## src/rtl/adder_2bit_seq_ctrl.sv

```systemverilog
// Digit-serial WIDTH-bit adder sequencer: drives a shared 2-bit adder one digit per clock,
// least-significant digit first, and chains its carry-out back into carry-in.
//
// state | meaning
// IDLE  | waiting for start; adder inputs held at zero
// RUN   | one 2-bit digit per cycle, digit index k = 0 .. N-1
// DONE  | result presented with res_valid until res_ready
module adder_2bit_seq_ctrl #(
   parameter int WIDTH = 8
) (
   input  logic             clk,
   input  logic             rst,
   input  logic             start,
   input  logic [WIDTH-1:0] op_a,
   input  logic [WIDTH-1:0] op_b,
   input  logic             op_cin,
   output logic             busy,
   output logic [1:0]       add_a,
   output logic [1:0]       add_b,
   output logic             add_cin,
   input  logic [1:0]       add_sum,
   input  logic             add_count,
   output logic [WIDTH-1:0] res_sum,
   output logic             res_cout,
   output logic             res_valid,
   input  logic             res_ready
);

   localparam int N  = WIDTH / 2;
   localparam int KW = (N > 1) ? $clog2(N) : 1;
   localparam logic [KW-1:0] K_LAST = KW'(N - 1);

   typedef enum logic [1:0] {
      IDLE = 2'd0,
      RUN  = 2'd1,
      DONE = 2'd2
   } state_t;

   state_t           state;
   logic [KW-1:0]    k;
   logic [KW-1:0]    k_nxt;
   logic [WIDTH-1:0] a_reg;
   logic [WIDTH-1:0] b_reg;
   logic [WIDTH-1:0] sum_reg;
   logic [WIDTH-1:0] sum_nxt;
   logic             carry_reg;

   assign k_nxt = k + 1'b1;

   // Current digit from the adder merged into the partial sum.
   always_comb begin
      sum_nxt = sum_reg;
      sum_nxt[{k, 1'b0} +: 2] = add_sum;
   end

   // Adder inputs are registered one edge ahead so they line up with digit k in RUN.
   always_ff @(posedge clk or posedge rst) begin
      if (rst) begin
         state     <= IDLE;
         k         <= '0;
         a_reg     <= '0;
         b_reg     <= '0;
         sum_reg   <= '0;
         carry_reg <= 1'b0;
         busy      <= 1'b0;
         add_a     <= 2'b00;
         add_b     <= 2'b00;
         add_cin   <= 1'b0;
         res_sum   <= '0;
         res_cout  <= 1'b0;
         res_valid <= 1'b0;
      end else begin
         case (state)
            IDLE: begin
               if (start) begin
                  a_reg     <= op_a;
                  b_reg     <= op_b;
                  carry_reg <= op_cin;
                  sum_reg   <= '0;
                  k         <= '0;
                  add_a     <= op_a[1:0];
                  add_b     <= op_b[1:0];
                  add_cin   <= op_cin;
                  busy      <= 1'b1;
                  state     <= RUN;
               end
            end
            RUN: begin
               sum_reg   <= sum_nxt;
               carry_reg <= add_count;
               if (k == K_LAST) begin
                  k         <= '0;
                  add_a     <= 2'b00;
                  add_b     <= 2'b00;
                  add_cin   <= 1'b0;
                  res_sum   <= sum_nxt;
                  res_cout  <= add_count;
                  res_valid <= 1'b1;
                  state     <= DONE;
               end else begin
                  k       <= k_nxt;
                  add_a   <= a_reg[{k_nxt, 1'b0} +: 2];
                  add_b   <= b_reg[{k_nxt, 1'b0} +: 2];
                  add_cin <= add_count;
               end
            end
            DONE: begin
               if (res_ready) begin
                  res_valid <= 1'b0;
                  busy      <= 1'b0;
                  state     <= IDLE;
               end
            end
            default: state <= IDLE;
         endcase
      end
   end

endmodule

```

## config.mk

```make
export PLATFORM = sky130hd
export DESIGN_NAME = adder_2bit_seq_ctrl
export DESIGN_NICKNAME = d
export VERILOG_FILES = /design/src/rtl/adder_2bit_seq_ctrl.sv
export SDC_FILE = /design/constraint.sdc
export NUM_CORES = 1
export LEC_CHECK = 0
export ABC_AREA = 1
export CORE_ASPECT_RATIO = 1.25
export CORE_MARGIN = 2
export CORE_UTILIZATION = 25
export DETAILED_ROUTE_END_ITERATION = 7
export SLEW_MARGIN = 20
export SYNTH_ARGS = -nofsm -noshare
export SYNTH_HDL_FRONTEND = slang
export SYNTH_SLANG_ARGS = --single-unit
```

## constraint.sdc

```tcl
create_clock -name clk -period 2.33 [get_ports clk]
set_input_delay 0.233 -clock clk [delete_from_list [all_inputs] [get_ports clk]]
set_output_delay 0.233 -clock clk [all_outputs]
set_load 0.01 [all_outputs]
```

Word-level counts from Yosys, hierarchy flattened
Index checks and enable logic that the tools add are counted.
{ "word_totals": {"word_cells": 58, "inputBits": 24, "output_inout_bits": 16, "register_bits": 44} }
{ "classes": {"add_sub_neg": 2, "reduce_logical": 10, "mux": 24, "n_shift": 4, "eq_ne": 6} }
{ "ops": {"columns": ["op", "count"], "rows": [
  ["$mux W2", 9],
  ["$pmux W8 S2", 1],
  ["$shiftx A8 B4 Y2", 2],
  ["$pmux W2 S2", 3],
  ["$reduce_and A3 Y1", 3],
  ["$bwmux W8", 1],
  ["$mux W8", 1],
  ["$shift A2 B5 Y8 const A", 1],
  ["$shiftx A2 B5 Y8", 1],
  ["$ne A2 B2 Y1 const B", 3],
  ["$pmux W1 S2", 3],
  ["$pmux W2 S3", 1],
  ["$reduce_and A2 Y1", 3],
  ["$reduce_bool A2 Y1", 3],
  ["$mux W1", 5],
  ["$neg A3 Y5", 1],
  ["$eq A2 B2 Y1 const B", 2],
  ["$add A2 B1 Y2 const B", 1],
  ["$eq A2 B1 Y1 const B", 1],
  ["$logic_not A2 Y1", 1]
]} }

Logic depth before layout (Yosys ltp)
Gate-level depths: netlist (run 1).
{ "depth": {"ltp_word": 4, "depth_mapped": 8, "mapped_depth_nobuf": 7} }

Worst setup path before layout (run 1)
Ideal clock, no wire load.
{ "synth_timing": {"path_type": "flip-flop to flip-flop", "startpoint": "register k[0]", "endpoint": "register res_sum[0]", "period_less_slack_ns": 1.627, "path_stages_with_launch": 9, "n_path_buf": 1, "setup_slack_ns": 0.703, "arrival_time_ns": 1.562, "t_required_ns": 2.265, "setup_time_ns": 0.065, "cell_sequence": "dfrtp_1 -> inv_1 -> buf_4 -> ha_1 -> inv_1 -> nand4_1 -> o21ai_0 -> nand2_1 -> nand2_1"} }
{ "synth_via": {"elab_chain_cells": 3, "elab_cells_between_ends": 6, "cone_classes": "add/sub: 1; eq/ne: 1; shift: 2; mux: 1; reduce/logical: 1"} }
{ "synth_lines": {"columns": ["element", "line", "source"], "rows": [
  ["from (decl)", "40", "logic [KW-1:0] k;"],
  ["from (signal assigned)", "101", "k <= k_nxt;"],
  ["$neg A3 Y5", "53", "sum_nxt[{k, 1'b0} +: 2] = add_sum;"],
  ["$shiftx A2 B5 Y8 / $shift A2 B5 Y8 (equally long branches)", "53", null],
  ["$bwmux W8", "53", null],
  ["to (signal assigned)", "96", "res_sum <= sum_nxt;"],
  ["to (decl)", "23", "output logic [WIDTH-1:0] res_sum,"]
]} }
Parallel ways exist; a longest one is shown, timed or not.
A chain may end at the register's enable or synchronous reset.

Worst setup path in the final report (run 1)
{ "layout_timing": {"startpoint": "register k[1]", "endpoint": "register sum_reg[0]"} }
{ "layout_via": {"elab_chain_cells": 4, "elab_cells_between_ends": 5, "cone_classes": "add/sub: 1; shift: 2; mux: 2"} }
{ "layout_lines": {"columns": ["element", "line", "source"], "rows": [
  ["$neg A3 Y5 (*)", "53", null],
  ["$shiftx A2 B5 Y8 / $shift A2 B5 Y8 (equally long branches)", "53", null],
  ["$bwmux W8 (*)", "53", null],
  ["$pmux W8 S2 (*)", "73", "case (state)"],
  ["to (signal assigned)", "89", "sum_reg <= sum_nxt;"],
  ["to (decl)", "44", "logic [WIDTH-1:0] sum_reg;"]
]} }
Mark *: on every way between the ends. The rest lies on a longest branch, timed or not.

==> results of run 1 <==
-- critical path, delay by kind of cell, from the launching register on --
family	cells	cell delay (ns)
AO/OA/AOI/OAI	1	0.27
adder cells (fa/ha/maj)	1	0.41
buffers and inverters	2	0.35
flip-flops	1	0.40
AND/OR/NAND/NOR	3	0.28
-- cell families after synthesis --
logic type / Yosys count
and+or+nand+nor: 122
buffers and inverters: 53
DFF: 44
AOI/OAI and AO/OA: 41
adders and majority gates: 6
-- area by class of cell --
type                       count  area [µm²]
clock buffer                   7       96.34
inverter                      45       171.4
tap                           97       121.4
timing repair buffer          43       432.9
fill                         861        5547
sequential                    44        1101
multi-input combinational    169       817.0
-- power by group --
| part | leakage [nW] | internal, W | switching [W] |
|---|---|---|---|
| logic | 0.816 | 0.000684 | 0.000977 |
| clock network | 0.0503 | 0.000264 | 0.000256 |
| registers | 0.533 | 0.00109 | 0.000152 |
-- path summary, 6_finish.rpt --
| path | from | end | slack [ns] | depth (start not counted) |
|---|---|---|---|---|
| min in group clk | res_sum[7] | res_sum[7] | 0.48 | 2 |
| worst min-delay path | rst | sum_reg[7] | 0.28 | 3 |
| worst min register to register | res_sum[7] | res_sum[7] | 0.48 | 2 |
| worst max register to register | k[1] | sum_reg[0] | 0.56 | 7 |
| max in group asynchronous | rst | a_reg[7] | 1.83 | 3 |
| worst max-delay path | k[1] | sum_reg[0] | 0.56 | 7 |
-- Yosys cell counts --
master,count
o21ai_0,12
nor2_1,16
nor2_8,1
nand2_4,1
inv_2,2
nand2_1,86
ha_1,6
nor2_4,1
and3_1,1
dfrtp_1,44
a2bb2oi_1,1
nand3_2,1
o31ai_1,1
buf_6,3
buf_2,2
inv_4,1
nand2_2,1
inv_1,42
a21oi_1,21
buf_4,3
nand4_1,2
o21ai_2,1
o22ai_1,5
nand3_1,12
-- metrics by stage --
| step | util (%) | std cells | cell area (µm²) | setup WS (ns) |
|---|---|---|---|---|
| 2_1_floorplan | - | 266 | 2156 | 0.7027 |
| 3_3_place_gp | 31.90 | 398 | 2644 | 0.5369 |
| 3_5_place_dp | 31.90 | 398 | 2644 | 0.5120 |
| 4_1_cts | 33.07 | 405 | 2740 | 0.5444 |
| 5_1_grt | 33.07 | 405 | 2740 | 0.3420 |
| 6_report | 33.07 | 405 | 2740 | 0.5590 |
-- routing by layer --
layer	share of wire [%]	routed length [µm]	GRT usage (%)	vias to the layer above
met4	0.99	48	4.018	0
met3	3.5	171	2.607	4
met5	0	0	0	-
li1	-	-	-	902
met2	51	2488	19.90	33
met1	44	2135	13.61	811
==> results.py, run 1 <==
metrics = {
    "placed_design": {
        "hpwl_mm": 3.477,
        "gp_congestion": 0.7936,
        "io_buffers": 39,
    },
    "floorplanning": {
        "core_area_um2": 8287,
        "io_pins": 40,
        "die-area_um2": 9386,
        "dieWidth_um": 87.06,
        "start_util_pct": 26.02,
        "rows": 37,
        "die_height_um": 107.8,
    },
    "sta": {
        "fin_crit_ns": 1.771,
        "finClkSkew_ns": 0.007936,
        "tightest_slew_ns": 0.6464,
        "drv_slew": 0,
        "hold_viol_final": 0,
        "setup_viol": 0,
        "fmax_ghz": 0.5647,
        "slew_headroom_pct": 56.90,
        "fin_crit_sh_pct": 76.01,
        "fin_tns_setup_ns": 0,
        "rsz0062_at_grt": "false",
        "hold_ws_ns": 0.2804,
    },
    "setup_path": {
        "slowest_delay_ns": 0.41,
        "required_ns": 2.57,
        "end_kind": "flop",
        "cp_data_arrival_time_ns": 2.01,
        "startpoint_type": "flop",
        "crit_slowest_cell": "ha_1",
        "crit_fanout": 7,
        "crit_chain": "inv_1 > ha_1 > inv_1 > nand4_1 > o21ai_0 > nand2_1 > nand2_1",
        "critPathKind": "reg -> reg",
    },
    "cts": {
        "cts-buffers-inserted": 5,
        "cts-root-buf": "clkbuf_8",
        "hold_buffers": 0,
        "cts_sinks": 44,
        "htreeDepth": 2,
        "clk_pin_slew_ns": 0.08,
        "cts_resized": 0,
        "insertion_delay_ns": 0.30,
        "post_cts_buffers": 0,
        "clk_path_buf_depth": 2,
        "cts_tree": "done",
    },
    "final_layout": {
        "final_nets": 338,
        "antenna_cells": 0,
        "area_growth_pct": 27.10,
        "layout_commonest_cell": "nand2_1",
        "final_cell_mix": "nand2_1, dfrtp_1, inv_1",
        "drive_gt1_share_pct": 6.494,
    },
    "synthesis": {
        "ys_types": 24,
        "synthCells": 266,
        "syn_nets": 296,
        "synth.avg_cell_area_um2": 8.105,
        "yosys.area_share.simple_pct": 24.14,
        "yosysTopAreaCellShare_pct": 51.07,
        "syn_area_um2": 2156,
        "synth-seq-cells": 44,
        "synth_fa_ha_area_share_pct": 3.482,
        "synth_top_family_by_area": "simple AND/OR/NAND/NOR gates",
        "synth_area_leaders": "dfrtp_1, nand2_1, inv_1",
        "synth_top_area_cell": "dfrtp_1",
        "synth_compound_area_share_pct": 10.27,
        "yosysWarnings": 0,
        "synth_mux_area_share_pct": 0,
        "synth-seq-area-share_pct": 51.07,
        "synthXorXnorAreaFrac_pct": 0,
    },
    "detailed_routing": {
        "via_per_inst": 4.321,
        "vias": 1750,
        "drtIter0Drc": 65,
        "wl_per_cell_um": 11.96,
        "dr.pass1.iters": 4,
        "drc_errors": 0,
        "wl_mm": 4.844,
        "postRouteAntennaNets": 0,
    },
    "global_route": {
        "antenna_found_initial": 0,
        "grtUsageTotal_pct": 11.44,
        "grt_pass1_wl_mm": 8.355,
        "overflow": 0,
        "grt_max_degree": 45,
        "grt_pass1_vias": 1782,
    },
    "pwr": {
        "cellPowerDensity_nw_per_um2": 1248,
        "p_leak_nw": 1.399,
        "finalPower_w": 0.003419,
        "ir_drop_uv": 400.3,
    },
    "status": {
        "status": "finished, final reports clean",
    },
    "hold_path": {
        "min_path_type": "in -> async",
    },
    "run": {
        "cap_violations": 0,
    },
}
(Power assumes the default switching activity.)
==> run 2: changes to the inputs <==
==> constraint.sdc (replaced) <==
create_clock -name clk -period 1.5 [get_ports clk]
set_input_delay 0.15 -clock clk [delete_from_list [all_inputs] [get_ports clk]]
set_output_delay 0.15 -clock clk [all_outputs]
set_load 0.01 [all_outputs]
==> run 2 against run 1 <==
Compared with the run above:
- clock power grew 50%
- count of clock-buffer cells in the layout grew 1
- routed wire length grew 0.41%
- largest cell class unchanged
- sequential share of layout area shrank 1.3 points
- highest routed layer unchanged
==> results.py, run 2 (same netlist as run 1, synthesis figures left out) <==
metrics = {
    "global_route": {
        "antenna_found_initial": 0,
        "grtUsageTotal_pct": 11.40,
        "grt_pass1_vias": 1824,
        "grt_max_degree": 45,
        "overflow": 0,
        "grt_pass1_wl_mm": 8.411,
    },
    "pwr": {
        "combPwrFrac_pct": 51.5,
        "clkPwrFrac_pct": 14.0,
        "internal_power_w": 0.003338,
        "finalPower_w": 0.005571,
        "ir_drop_uv": 726.2,
        "pwr-share-seq_pct": 34.6,
        "p_leak_nw": 1.443,
        "netSwitchingPower_w": 0.002233,
        "p_sw_share_pct": 40.08,
        "cellPowerDensity_nw_per_um2": 1967,
    },
    "cts": {
        "cts-buffers-inserted": 5,
        "hold_buffers": 0,
        "cts_tree": "done",
        "insertion_delay_ns": 0.30,
        "htreeDepth": 2,
        "clk_path_buf_depth": 2,
        "cts_sinks": 44,
        "clk_pin_slew_ns": 0.08,
        "cts-root-buf": "clkbuf_8",
    },
    "setup_path": {
        "cp_data_arrival_time_ns": 1.67,
        "cp_top_family": "flip-flops",
        "cpMostUsedCell": "nand2_1",
        "crit_buf_inv": 2,
        "crit_fanout": 4,
        "critPathKind": "reg -> reg",
        "crit_slowest_cell": "dfrtp_1",
        "crit_chain": "inv_2 > buf_4 > ha_1 > nand4_1 > o21ai_0 > nand2_1 > nand2_1",
        "end_kind": "flop",
        "startpoint_type": "flop",
        "required_ns": 1.74,
        "slowest_delay_ns": 0.41,
    },
    "detailed_routing": {
        "dr.pass1.iters": 4,
        "drc_errors": 0,
        "drtIter0Drc": 72,
        "postRouteAntennaNets": 0,
        "via_per_inst": 4.308,
        "wl_mm": 4.864,
        "vias": 1788,
        "wl_per_cell_um": 11.72,
    },
    "floorplanning": {
        "io_pins": 40,
        "die_height_um": 107.8,
        "dieWidth_um": 87.06,
        "rows": 37,
        "core_area_um2": 8287,
        "die-area_um2": 9386,
        "start_util_pct": 26.02,
    },
    "sta": {
        "fmax_ghz": 0.7038,
        "finClkSkew_ns": 0.005120,
        "drv_slew": 0,
        "setup_viol": 0,
        "slew_headroom_pct": 79.18,
        "fin_crit_ns": 1.421,
        "fin_crit_sh_pct": 94.72,
        "hold_viol_final": 0,
        "tightest_slew_ns": 0.3123,
    },
    "final_layout": {
        "multi_input_area_um2": 832.0,
        "final_cell_mix": "nand2_1, dfrtp_1, clkdlybuf4s50_1",
        "fin_util_pct": 34.18,
        "drive_gt1_share_pct": 10.38,
        "fillers": 841,
        "antenna_cells": 0,
        "final_nets": 347,
        "final-seq-area_um2": 1101,
        "area_growth_pct": 31.40,
        "layout_commonest_cell": "nand2_1",
    },
    "placed_design": {
        "gp_congestion": 0.8203,
        "hpwl_mm": 3.545,
        "io_buffers": 39,
    },
    "run": {
        "cap_violations": 0,
    },
    "status": {
        "status": "finished, final reports clean",
    },
    "hold_path": {
        "min_path_type": "in -> async",
    },
}
[run 2: cell count changes in the layout (fill, tap and decap cells not counted), sizes merged]
cell	delta
buf	+9
clkbuf	+1
[run 2: worst paths after layout]
kind / start / end / slack [ns] / cells past startpoint
setup reg to reg: k[0] / res_sum[4] / 0.08 / 7
hold reg to reg: sum_reg[1] / sum_reg[1] / 0.48 / 2
hold / removal: rst / res_cout / 0.19 / 3
setup / recovery: k[0] / res_sum[4] / 0.08 / 7
min in group clk: op_b[5] / b_reg[5] / 0.42 / 3
max in group asynchronous: rst / a_reg[4] / 1.10 / 3
[run 2: per-stage QoR]
stage	area, µm²	TNS (ns)	std cells	setup WS, ns	hold slack (ns)
finish	2833	0	415	0.07916	0.1919
global route	2833	-0.05655	415	-0.03155	0.2302
CTS	2804	0	412	0.02474	0.2117
detailed placement	2714	0	404	0.04947	0.4661
global placement	2714	0	404	0.05599	0.4618
floorplan	2168	0	266	0.03966	0.2469
[run 2: what timing repair did]
action | in CTS | in global routing
gates resized for setup | 0 | 7
endpoints found under the setup margin | 0 | 20
endpoints found under the hold margin | 0 | 0
setup buffers | 0 | 3
[run 2: per-layer routing]
metal  vias up  track usage [%]  wire [µm]
met2        35            19.14       2375
met4         0            4.576         59
li1        923                -          -
met5         -                0          0
met1       819            13.88       2205
met3        11            2.684        222
[run 2: area by class of cell]
type,count,share of cell area (%)
sequential,44,38.87
multi-input combinational,169,29.37
timing repair buffer,52,18.24
inverter,45,6.051
tap,97,4.284
clock buffer,8,3.180
[run 2: power by group through the flow]
stage / sequential [W] / clock, W / combinational (W)
floorplan: 0.00201 / 0 / 0.00172
global placement: 0.00195 / 0 / 0.00278
detailed placement: 0.00195 / 0 / 0.00283
CTS: 0.00193 / 0.000794 / 0.00286
global route: 0.00200 / 0.000856 / 0.00325
finish: 0.00193 / 0.000778 / 0.00287
[run 2: tightest hold or removal path: stages]
cell	delay, ns
clkdlybuf4s50_1	0.41
clkinv_1	0.07
buf_12	0.23
